===== src/rtl/mips_pipe_pkg.sv =====
// -----------------------------------------------------------------------------
// mips_pipe_pkg
//   Shared definitions for the front of the 5-stage MIPS pipeline: the nop
//   encoding, the width and bit layout of the ID-stage control bundle that is
//   forwarded into ID/EX, and the default reset fetch address.
//   No ports (package).
// -----------------------------------------------------------------------------
package mips_pipe_pkg;

   localparam logic [31:0] NOP_INSTR = 32'h0000_0000;
   localparam logic [31:0] RESET_PC  = 32'h0000_0000;
   localparam int          CTRL_W    = 10;

   // Bit positions inside the ID-stage control bundle.
   localparam int CTRL_REG_WRITE  = 0;
   localparam int CTRL_MEM_READ   = 1;
   localparam int CTRL_MEM_WRITE  = 2;
   localparam int CTRL_BRANCH     = 3;
   localparam int CTRL_BRANCH_NOT = 4;
   localparam int CTRL_MEM_TO_REG = 5;
   localparam int CTRL_ALU_SRC    = 6;
   localparam int CTRL_REG_DST    = 7;
   localparam int CTRL_ALU_OP_LO  = 8;
   localparam int CTRL_ALU_OP_HI  = 9;

   // Sequential fetch address; wraps modulo 2^32.
   function automatic logic [31:0] pc_plus4(input logic [31:0] pc);
      return pc + 32'd4;
   endfunction

endpackage : mips_pipe_pkg


===== src/rtl/fetch_stall_responder_if.sv =====
// -----------------------------------------------------------------------------
// fetch_stall_responder_if
//   Bundles the stall/branch requests from the hazard unit and ID stage with
//   the front-end pipeline state they control.
//   master : hazard unit / ID stage / instruction memory side (drives requests)
//   slave  : fetch_stall_responder (drives PC, IF/ID, ID/EX control, counters)
//   Requests : PCWrite, IF_ID_Write, Sel, PCSrc, BranchTarget, Instr_in,
//              ID_Ctrl_in
//   State    : PC, IF_ID_Instr, IF_ID_PCPlus4, IF_ID_Valid, ID_EX_Ctrl,
//              StallCount, FlushCount, StallTimeout
// -----------------------------------------------------------------------------
interface fetch_stall_responder_if
   import mips_pipe_pkg::*;
#(
   parameter int P_CTRL_W = CTRL_W,
   parameter int P_CNT_W  = 16
);

   logic                PCWrite;
   logic                IF_ID_Write;
   logic                Sel;
   logic                PCSrc;
   logic [31:0]         BranchTarget;
   logic [31:0]         Instr_in;
   logic [P_CTRL_W-1:0] ID_Ctrl_in;

   logic [31:0]         PC;
   logic [31:0]         IF_ID_Instr;
   logic [31:0]         IF_ID_PCPlus4;
   logic                IF_ID_Valid;
   logic [P_CTRL_W-1:0] ID_EX_Ctrl;
   logic [P_CNT_W-1:0]  StallCount;
   logic [P_CNT_W-1:0]  FlushCount;
   logic                StallTimeout;

   modport master (
      output PCWrite, IF_ID_Write, Sel, PCSrc, BranchTarget, Instr_in, ID_Ctrl_in,
      input  PC, IF_ID_Instr, IF_ID_PCPlus4, IF_ID_Valid, ID_EX_Ctrl,
             StallCount, FlushCount, StallTimeout
   );

   modport slave (
      input  PCWrite, IF_ID_Write, Sel, PCSrc, BranchTarget, Instr_in, ID_Ctrl_in,
      output PC, IF_ID_Instr, IF_ID_PCPlus4, IF_ID_Valid, ID_EX_Ctrl,
             StallCount, FlushCount, StallTimeout
   );

endinterface : fetch_stall_responder_if


===== src/rtl/fetch_stall_responder_sat_counter.sv =====
// -----------------------------------------------------------------------------
// sat_counter
//   Up-counter that stops at MAX instead of wrapping. clr has priority over
//   inc; rst has priority over both.
//   clk     : clock, rising edge
//   rst     : synchronous active-high reset (value -> 0)
//   inc_i   : count this cycle
//   clr_i   : clear to 0 this cycle
//   value_o : registered count
// -----------------------------------------------------------------------------
module sat_counter #(
   parameter int           W   = 16,
   parameter logic [W-1:0] MAX = '1
) (
   input  logic         clk,
   input  logic         rst,
   input  logic         inc_i,
   input  logic         clr_i,
   output logic [W-1:0] value_o
);

   logic [W-1:0] value_q, value_d;

   // NOTE: combinational next-state assigns a default first so every path
   // drives value_d and no latch is inferred.
   always_comb begin
      value_d = value_q;
      if (clr_i) begin
         value_d = '0;
      end else if (inc_i && (value_q != MAX)) begin
         value_d = value_q + 1'b1;
      end
   end

   // NOTE: state registers use non-blocking assignment so every flop samples
   // pre-edge values regardless of process evaluation order.
   always_ff @(posedge clk) begin
      if (rst) value_q <= '0;
      else     value_q <= value_d;
   end

   assign value_o = value_q;

endmodule : sat_counter


===== src/rtl/fetch_stall_responder.sv =====
// -----------------------------------------------------------------------------
// fetch_stall_responder
//   Applies hazard-unit stall requests to the front of the pipeline. Owns the
//   PC, the IF/ID register and the control half of ID/EX (bubble insertion),
//   flushes IF/ID on a branch taken in ID, counts stall cycles and flushes,
//   and raises a sticky watchdog when a stall lasts MAX_STALL cycles.
//   clk : clock, rising edge
//   rst : synchronous active-high reset, overrides all other inputs
//   bus : fetch_stall_responder_if.slave (requests in, pipeline state out)
// -----------------------------------------------------------------------------
module fetch_stall_responder
   import mips_pipe_pkg::*;
#(
   parameter logic [31:0] RESET_PC  = mips_pipe_pkg::RESET_PC,
   parameter int          CTRL_W    = mips_pipe_pkg::CTRL_W,
   parameter int          CNT_W     = 16,
   parameter int          MAX_STALL = 3
) (
   input  logic                     clk,
   input  logic                     rst,
   fetch_stall_responder_if.slave   bus
);

   // Run counter only needs to reach MAX_STALL.
   localparam int RUN_W = (MAX_STALL < 2) ? 1 : $clog2(MAX_STALL + 1);

   logic [31:0]       pc_q,       pc_d;
   logic [31:0]       instr_q,    instr_d;
   logic [31:0]       pcplus4_q,  pcplus4_d;
   logic              valid_q,    valid_d;
   logic [CTRL_W-1:0] ctrl_q,     ctrl_d;
   logic              timeout_q,  timeout_d;

   logic [31:0]       seq_pc;
   logic              flush;
   logic [RUN_W-1:0]  run_cnt;
   logic [RUN_W:0]    run_incl;

   assign seq_pc = pc_plus4(pc_q);
   // A flush only happens when IF/ID is allowed to update.
   assign flush  = bus.IF_ID_Write && bus.PCSrc;
   // Run length including the current cycle when it is stalled.
   assign run_incl = {1'b0, run_cnt} + 1'b1;

   always_comb begin
      pc_d      = pc_q;
      instr_d   = instr_q;
      pcplus4_d = pcplus4_q;
      valid_d   = valid_q;
      ctrl_d    = bus.Sel ? bus.ID_Ctrl_in : '0;
      timeout_d = timeout_q;

      // A held PC ignores PCSrc; the branch is re-evaluated after the stall.
      if (bus.PCWrite) begin
         pc_d = bus.PCSrc ? bus.BranchTarget : seq_pc;
      end

      if (bus.IF_ID_Write) begin
         pcplus4_d = seq_pc;
         if (bus.PCSrc) begin
            instr_d = NOP_INSTR;
            valid_d = 1'b0;
         end else begin
            instr_d = bus.Instr_in;
            valid_d = 1'b1;
         end
      end

      if (!bus.PCWrite && (run_incl >= (RUN_W+1)'(MAX_STALL))) begin
         timeout_d = 1'b1;
      end
   end

   always_ff @(posedge clk) begin
      if (rst) begin
         pc_q      <= RESET_PC;
         instr_q   <= NOP_INSTR;
         pcplus4_q <= '0;
         valid_q   <= 1'b0;
         ctrl_q    <= '0;
         timeout_q <= 1'b0;
      end else begin
         pc_q      <= pc_d;
         instr_q   <= instr_d;
         pcplus4_q <= pcplus4_d;
         valid_q   <= valid_d;
         ctrl_q    <= ctrl_d;
         timeout_q <= timeout_d;
      end
   end

   sat_counter #(.W(CNT_W)) u_stall_cnt (
      .clk     (clk),
      .rst     (rst),
      .inc_i   (!bus.PCWrite),
      .clr_i   (1'b0),
      .value_o (bus.StallCount)
   );

   sat_counter #(.W(CNT_W)) u_flush_cnt (
      .clk     (clk),
      .rst     (rst),
      .inc_i   (flush),
      .clr_i   (1'b0),
      .value_o (bus.FlushCount)
   );

   sat_counter #(.W(RUN_W), .MAX(RUN_W'(MAX_STALL))) u_run_cnt (
      .clk     (clk),
      .rst     (rst),
      .inc_i   (!bus.PCWrite),
      .clr_i   (bus.PCWrite),
      .value_o (run_cnt)
   );

   assign bus.PC            = pc_q;
   assign bus.IF_ID_Instr   = instr_q;
   assign bus.IF_ID_PCPlus4 = pcplus4_q;
   assign bus.IF_ID_Valid   = valid_q;
   assign bus.ID_EX_Ctrl    = ctrl_q;
   assign bus.StallTimeout  = timeout_q;

endmodule : fetch_stall_responder


===== src/flat_wrapper.sv =====
// flat-port wrapper written by rule: the top's interface ports become plain ports
module fetch_stall_responder_flat import mips_pipe_pkg::*;
#(
   parameter logic [31:0] RESET_PC  = mips_pipe_pkg::RESET_PC,
   parameter int          CTRL_W    = mips_pipe_pkg::CTRL_W,
   parameter int          CNT_W     = 16,
   parameter int          MAX_STALL = 3
)
  (clk, rst, bus_PCWrite, bus_IF_ID_Write, bus_Sel, bus_PCSrc, bus_BranchTarget, bus_Instr_in, bus_ID_Ctrl_in, bus_PC, bus_IF_ID_Instr, bus_IF_ID_PCPlus4, bus_IF_ID_Valid, bus_ID_EX_Ctrl, bus_StallCount, bus_FlushCount, bus_StallTimeout);
  fetch_stall_responder_if #(.P_CTRL_W(CTRL_W), .P_CNT_W(CNT_W)) bus_i ();
  input  logic clk;
  input  logic rst;
  input wire logic [$bits(bus_i.PCWrite)-1:0] bus_PCWrite;
  input wire logic [$bits(bus_i.IF_ID_Write)-1:0] bus_IF_ID_Write;
  input wire logic [$bits(bus_i.Sel)-1:0] bus_Sel;
  input wire logic [$bits(bus_i.PCSrc)-1:0] bus_PCSrc;
  input wire logic [$bits(bus_i.BranchTarget)-1:0] bus_BranchTarget;
  input wire logic [$bits(bus_i.Instr_in)-1:0] bus_Instr_in;
  input wire logic [$bits(bus_i.ID_Ctrl_in)-1:0] bus_ID_Ctrl_in;
  output wire logic [$bits(bus_i.PC)-1:0] bus_PC;
  output wire logic [$bits(bus_i.IF_ID_Instr)-1:0] bus_IF_ID_Instr;
  output wire logic [$bits(bus_i.IF_ID_PCPlus4)-1:0] bus_IF_ID_PCPlus4;
  output wire logic [$bits(bus_i.IF_ID_Valid)-1:0] bus_IF_ID_Valid;
  output wire logic [$bits(bus_i.ID_EX_Ctrl)-1:0] bus_ID_EX_Ctrl;
  output wire logic [$bits(bus_i.StallCount)-1:0] bus_StallCount;
  output wire logic [$bits(bus_i.FlushCount)-1:0] bus_FlushCount;
  output wire logic [$bits(bus_i.StallTimeout)-1:0] bus_StallTimeout;
  assign bus_i.PCWrite = bus_PCWrite;
  assign bus_i.IF_ID_Write = bus_IF_ID_Write;
  assign bus_i.Sel = bus_Sel;
  assign bus_i.PCSrc = bus_PCSrc;
  assign bus_i.BranchTarget = bus_BranchTarget;
  assign bus_i.Instr_in = bus_Instr_in;
  assign bus_i.ID_Ctrl_in = bus_ID_Ctrl_in;
  assign bus_PC = bus_i.PC;
  assign bus_IF_ID_Instr = bus_i.IF_ID_Instr;
  assign bus_IF_ID_PCPlus4 = bus_i.IF_ID_PCPlus4;
  assign bus_IF_ID_Valid = bus_i.IF_ID_Valid;
  assign bus_ID_EX_Ctrl = bus_i.ID_EX_Ctrl;
  assign bus_StallCount = bus_i.StallCount;
  assign bus_FlushCount = bus_i.FlushCount;
  assign bus_StallTimeout = bus_i.StallTimeout;
  fetch_stall_responder #(.RESET_PC(RESET_PC), .CTRL_W(CTRL_W), .CNT_W(CNT_W), .MAX_STALL(MAX_STALL)) u_core (.clk(clk), .rst(rst), .bus(bus_i));
endmodule

===== config.mk =====
export PLATFORM = sky130hd
export DESIGN_NAME = fetch_stall_responder_flat
export DESIGN_NICKNAME = d
export VERILOG_FILES = /design/src/rtl/mips_pipe_pkg.sv /design/src/rtl/fetch_stall_responder_if.sv /design/src/rtl/fetch_stall_responder_sat_counter.sv /design/src/rtl/fetch_stall_responder.sv /design/src/flat_wrapper.sv
export SDC_FILE = /design/constraint.sdc
export NUM_CORES = 1
export LEC_CHECK = 0
export CAP_MARGIN = 15
export CORE_UTILIZATION = 48
export CTS_BUF_LIST = sky130_fd_sc_hd__clkbuf_8
export DETAILED_ROUTE_END_ITERATION = 7
export GPL_ROUTABILITY_DRIVEN = 0
export MAX_ROUTING_LAYER = met4
export PLACE_DENSITY = 0.9
export RECOVER_POWER = 50
export SLEW_MARGIN = 10
export SYNTH_ARGS = -nofsm -noshare
export SYNTH_HDL_FRONTEND = slang
export SYNTH_HIERARCHICAL = 1
export SYNTH_SLANG_ARGS = --single-unit
export TNS_END_PERCENT = 1

===== constraint.sdc =====
create_clock -name clk -period 2.9 [get_ports clk]
set_input_delay 0.725 -clock clk [delete_from_list [all_inputs] [get_ports clk]]
set_output_delay 0.725 -clock clk [all_outputs]
set_load 0.05 [all_outputs]

==> results of run 1 <==
-- state kept, by name, summed over array words and instances, names as in the netlist --
name / cells
u_core/bus.StallTimeout: 1
u_core/bus.ID_EX_Ctrl: 10
u_core/u_run_cnt/value_o: 2
u_core/bus.IF_ID_Instr: 32
u_core/u_flush_cnt/value_o: 16
u_core/bus.PC: 32
u_core/u_stall_cnt/value_o: 16
u_core/bus.IF_ID_Valid: 1
u_core/bus.IF_ID_PCPlus4: 32
-- worst reg2reg max path: stages, from the launching register on --
cell	delay, ns
dfxtp_1	0.44
nand4_1	0.24
nor3_1	1.06
a21boi_0	0.40
mux2i_1	0.19
-- cells by family (layout without fill, tap and decap cells) --
kind of cell	Yosys count	after routing
and+or+nand+nor	320	320
AOI/OAI and AO/OA	195	195
DFF	142	142
buffers and inverters	62	271
xor gates and xnor gates	29	29
muxes	26	26
adders and majority gates	4	4
other	1	14
-- metrics by stage --
step	util	cell area, µm²
after global placement	0.655	9090
after CTS	0.687	9540
after detailed placement	0.655	9090
after floorplan	-	6850
after global routing	0.679	9420
final	0.679	9420
-- layout make-up --
| type | count | area share |
|---|---|---|
| inverter | 7 | 0.00279 |
| sequential | 142 | 0.302 |
| tap | 180 | 0.0239 |
| clock inverter | 15 | 0.0227 |
| clock buffer | 17 | 0.0248 |
| multi-input combinational | 588 | 0.384 |
| timing repair buffer | 232 | 0.240 |
-- report_power, final --
| part | switching [mW] | internal [mW] |
|---|---|---|
| clock network | 0.815 | 0.949 |
| registers | 0.0740 | 2.03 |
| logic | 0.507 | 0.320 |
-- layer usage --
metal	vias to the layer above	track usage	wire length, µm
met5	-	-	0
met2	263	0.432	9700
met3	29	0.0498	1130
met4	0	0.0965	433
li1	3208	-	-
met1	3135	0.352	8620
-- worst max path at each step --
stage,start,to,slack (ns),cells after the start
after floorplan,bus_PCSrc,u_core/u_flush_cnt/value_o[12],0.46,8
after global placement,bus_PCWrite,u_core/bus.PC[1],0.64,7
after detailed placement,u_core/bus.PC[2],u_core/bus.PC[18],0.54,6
after CTS,u_core/bus.PC[6],bus_PC[6],0.21,1
after global routing,bus_PCWrite,u_core/bus.PC[18],0.15,5
final,u_core/bus.PC[6],bus_PC[6],0.25,1
-- cells in the mapped netlist, types with 5 or more instances --
| cell | n |
|---|---|
| xor2_1 | 17 |
| a31oi_1 | 15 |
| xnor2_1 | 12 |
| o31ai_1 | 9 |
| and2_1 | 17 |
| nand3_1 | 20 |
| buf_1 | 9 |
| a32o_1 | 8 |
| a22oi_1 | 12 |
| o21ai_0 | 22 |
| or3_1 | 10 |
| nor3_1 | 5 |
| nand4_1 | 18 |
| a21oi_1 | 58 |
| nor2b_1 | 35 |
| mux2i_1 | 26 |
| nand2_1 | 55 |
| nor2_1 | 103 |
| or3_2 | 6 |
| a211oi_1 | 36 |
| and3_1 | 11 |
| clkbuf_1 | 31 |
| dfxtp_1 | 142 |
| inv_1 | 6 |
==> results.yml, run 1 <==
outcome:
  violations: "max-capacitance violations, max-slew violations"
  status: "finished, violations left"
floorplanning:
  die_w_um: 121
  rows: 43
  ios: 220
  start_util: 0.490
  core_area_um2: 13900
  die-area_um2: 14700
  die_y_um: 121
sta:
  tightest_slew_ns: 1.93
  maxSlewViolCount: 45
  fin_tns_setup_ns: 0
  setup_slack_ns: 0.253
  fin_crit_sh: 0.913
  slew_headroom: -0.286
  rsz0062_at_grt: "false"
  holdWs_ns: 0.481
  max_clock_freq_mhz: 378
  min_period_ns: 2.65
  finalHoldViolCount: 0
  setup-violations-final: 0
  clock_skew_ns: 0.00654
min_path:
  whs_path_depth: 2
  holdPathEnd: "u_core/bus.IF_ID_Valid"
  hold_path_class: "flip-flop to flip-flop"
  hold_path_startpoint: "u_core/bus.IF_ID_Valid"
place:
  dp_cells: 1149
  preCtsSetupSlack_ns: 0.541
  dpl.hpwl_mm: 14.0
  port_buffers: 219
synth:
  synth_top_family_by_area: "simple AND/OR/NAND/NOR gates"
  seq_area_frac_synth: 0.418
  synth_top_area_frac: 0.418
  syn_avg_cell_area_um2: 8.73
  synth-simple-area-share: 0.263
  synth-compound-area-share: 0.192
  ys.warnings.count: 6
  ys_top_cells_by_area: "dfxtp_1 (42%), nor2_1 (5.7%), a21oi_1 (4.3%)"
  netlist_area_um2: 6800
  synth_area_leader_cell: "dfxtp_1"
  synth.distinct_cells: 65
  yosys.area_share.adder: 0.00736
  synth_xor_area_frac: 0.0373
  synth-seq-cells: 142
  postSynthCellCount: 779
  synth_ff_type: "dfxtp_1"
  ys_async_sr_fraction: 0
  synth-edff-count: 0
  yosys-mux-area-fraction: 0.0382
route:
  avgRoutedWirePerCell_um: 16.8
  wirelength_mm: 19.9
  drcViolationCount: 0
  routed_via_density: 5.62
  ant_nets: 0
  vias: 6635
  drt_iter0_drc: 572
  dr.pass1.iters: 5
global_route:
  grt_pass1_wl_mm: 30.9
  grtUsageTotal: 0.274
  grt-ovfl-total: 0
  grt_max_degree: 53
  antenna_found_initial: 0
  first_global_vias: 6069
cts:
  cts_buffer_depth: 2
  cts_root_buf: "clkbuf_8"
  clk_pin_slew_ns: 0.08
  clock-sinks: 142
  cts_tree: "yes"
  hold_buffers: 0
  numCtsBuffers: 17
  htree_levels: 4
  insertion_delay_ns: 0.44
  cts_resized: 0
  cts_setup_buffers: 0
power:
  p_total_mw: 4.69
  power.density_nw_per_um2: 498
  leakagePower_nw: 3.42
  vdd_drop_max_v: 0.000375
cells_and_area:
  seqCellArea_um2: 2840
  final_common_cell: "clkdlybuf4s50_1"
  drive_gt1_frac: 0.0699
  mostFrequentLayoutCells: "clkdlybuf4s50_1 (201), dfxtp_1 (142), nor2_1 (103)"
  nFillCells: 1112
  n_antenna_cell: 0
  multi_input_area_um2: 3620
  fin_cells: 1181
  layout.nets: 1072
  syn_to_final_growth_pct: 38.4
worst_setup_path:
  cp_top_family: "buffers and inverters"
  r2r-start: "u_core/u_flush_cnt/value_o[13]"
  crit_slowest_cell: "clkdlybuf4s50_1"
  reg2reg_slack_ns: 0.44
  path_cells: "clkdlybuf4s50_1"
  required_ns: 2.17
  rr_endpoint: "u_core/u_flush_cnt/value_o[1]"
  cp-start-kind: "flip-flop"
  cp_max_fo: 10
  r2r.worst_path.cells: 4
  cp.buffers_inverters: 1
  crit_arrival_ns: 1.92
  slowest_delay_ns: 0.89
  path_class: "flip-flop to output pin"
  endpoint_kind: "output pin"
flow_run:
  cap_violations: 1
Power figures use the tool's default switching activity.
==> run 2: changes to the inputs <==
CTS_CLUSTER_DIAMETER = 200   (was not set)
==> results of run 2 <==
No change in the layout: final DEF, timing and power equal those of run 1.
==> run 3: changes to the inputs <==
GPL_ROUTABILITY_DRIVEN = not set   (was 0)
clock period = 2.6 ns   (was 2.9 ns; I/O delays follow)
==> run 3 against run 2 <==
  * The flow now finishes without violations
  * Highest routed layer unchanged
  * Die area stayed put
  * Register-to-register slack worse by 0.26 ns
  * Critical path type unchanged
  * Setup slack worse by 0.15 ns
==> results.yml, run 3 (synthesis results as in run 1) <==
cts:
  cts_tree: "yes"
  cts_root_buf: "clkbuf_8"
  clock-sinks: 142
  cts_buffer_depth: 2
  insertion_delay_ns: 0.45
  cts_setup_buffers: 0
  clk_pin_slew_ns: 0.07
  htree_levels: 4
  numCtsBuffers: 17
cells_and_area:
  layout.nets: 1079
  final_common_cell: "clkdlybuf4s50_1"
  syn_to_final_growth_pct: 39.6
  n_antenna_cell: 0
  drive_gt1_frac: 0.0756
  mostFrequentLayoutCells: "clkdlybuf4s50_1 (208), dfxtp_1 (142), nor2_1 (103)"
  fin_area_um2: 9500
  nFillCells: 1120
global_route:
  antenna_found_initial: 0
  grt_pass1_wl_mm: 31.1
  first_global_vias: 6114
  grt_max_degree: 55
  grt-ovfl-total: 0
  grtUsageTotal: 0.278
route:
  routed_via_density: 5.63
  wirelength_mm: 20.0
  dr.pass1.iters: 6
  ant_nets: 0
  avgRoutedWirePerCell_um: 16.9
  vias: 6667
  drcViolationCount: 0
  drt_iter0_drc: 499
worst_setup_path:
  cp_top_family: "buffers and inverters"
  cp.buffers_inverters: 1
  r2r.worst_path.cells: 6
  path_class: "flip-flop to output pin"
  crit_slowest_cell: "clkdlybuf4s50_1"
  cp_max_fo: 10
  slowest_delay_ns: 0.89
  crit_arrival_ns: 1.85
  required_ns: 1.95
  path_depth: 1
  endpoint_kind: "output pin"
  path_cells: "clkdlybuf4s50_1"
  cp-start-kind: "flip-flop"
floorplanning:
  start_util: 0.490
  die_w_um: 121
  ios: 220
  rows: 43
  die_y_um: 121
  die-area_um2: 14700
  core_area_um2: 13900
sta:
  setup-violations-final: 0
  maxSlewViolCount: 0
  tightest_slew_ns: 1.22
  min_period_ns: 2.50
  finalHoldViolCount: 0
  slew_headroom: 0.179
  clock_skew_ns: 0.00743
  fin_tns_setup_ns: 0
  fin_crit_sh: 0.960
  rsz0062_at_grt: "false"
  max_clock_freq_mhz: 400
  setup_slack_ns: 0.103
place:
  preCtsSetupSlack_ns: 0.380
  postPlaceCellArea_um2: 9150
  place.gp.congestion: 0.862
  port_buffers: 219
  dpl.hpwl_mm: 14.0
power:
  p_total_mw: 5.30
  power.density_nw_per_um2: 558
  vdd_drop_max_v: 0.000380
  leakagePower_nw: 3.49
  swShare: 0.279
  clockPowerShare: 0.381
  pwr-share-seq: 0.442
  intPower_mw: 3.82
  switchingPower_mw: 1.48
  combPwrFrac: 0.177
min_path:
  whs_path_depth: 2
  hold_path_class: "flip-flop to flip-flop"
outcome:
  status: "complete, no violations"
flow_run:
  cap_violations: 0
-- run 3: repair_timing --
| item | 4_1_cts | 5_1_grt |
|---|---|---|
| hold endpoints to repair | 0 | 0 |
| resized for setup | 1 | 0 |
| hold buffers | 0 | 0 |
| setup endpoints to repair | 1 | 0 |
-- run 3: per-stage QoR --
stage / hold WS (ns) / util / cells
global route: 0.490 / 0.684 / 1185
CTS: 0.475 / 0.691 / 1185
finish: 0.474 / 0.684 / 1185
detailed placement: 0.464 / 0.659 / 1156
floorplan: 0.484 / - / 792
global placement: 0.455 / 0.659 / 1156
-- run 3: final cells by class --
class,instances,area (µm²),share of cell area
Clock buffer,20,275,0.0290
Clock inverter,9,169,0.0178
Inverter,7,26.3,0.00277
Multi-Input combinational cell,588,3650,0.384
Sequential cell,142,2840,0.299
Tap cell,180,225,0.0237
Timing Repair Buffer,239,2310,0.243
-- run 3: power groups by stage --
stage	combinational, mW	clock, mW	sequential (mW)
3_3_place_gp	0.929	0	2.38
5_1_grt	0.985	2.14	2.35
3_5_place_dp	0.939	0	2.39
4_1_cts	0.944	2.04	2.34
6_report	0.940	2.02	2.34
2_1_floorplan	0.276	0	2.67
-- run 3: routing by layer --
layer  global-route usage  share of wire  wire, µm  up-vias
li1                     -              -         -     3219
met1                0.346           0.43      8510     3131
met2                0.432           0.48      9590      266
met3               0.0630          0.065      1300       51
met4                0.117          0.030       608        0
met5                    -              0         0        -
-- run 3: final timing paths --
kind                                                 start                         end  slack (ns)
worst min-delay path            u_core/bus.IF_ID_Instr[30]  u_core/bus.IF_ID_Instr[30]        0.47
worst max-delay path                      u_core/bus.PC[4]                   bus_PC[4]        0.10
worst min register to register  u_core/bus.IF_ID_Instr[30]  u_core/bus.IF_ID_Instr[30]        0.47
worst max register to register            u_core/bus.PC[3]           u_core/bus.PC[18]        0.18
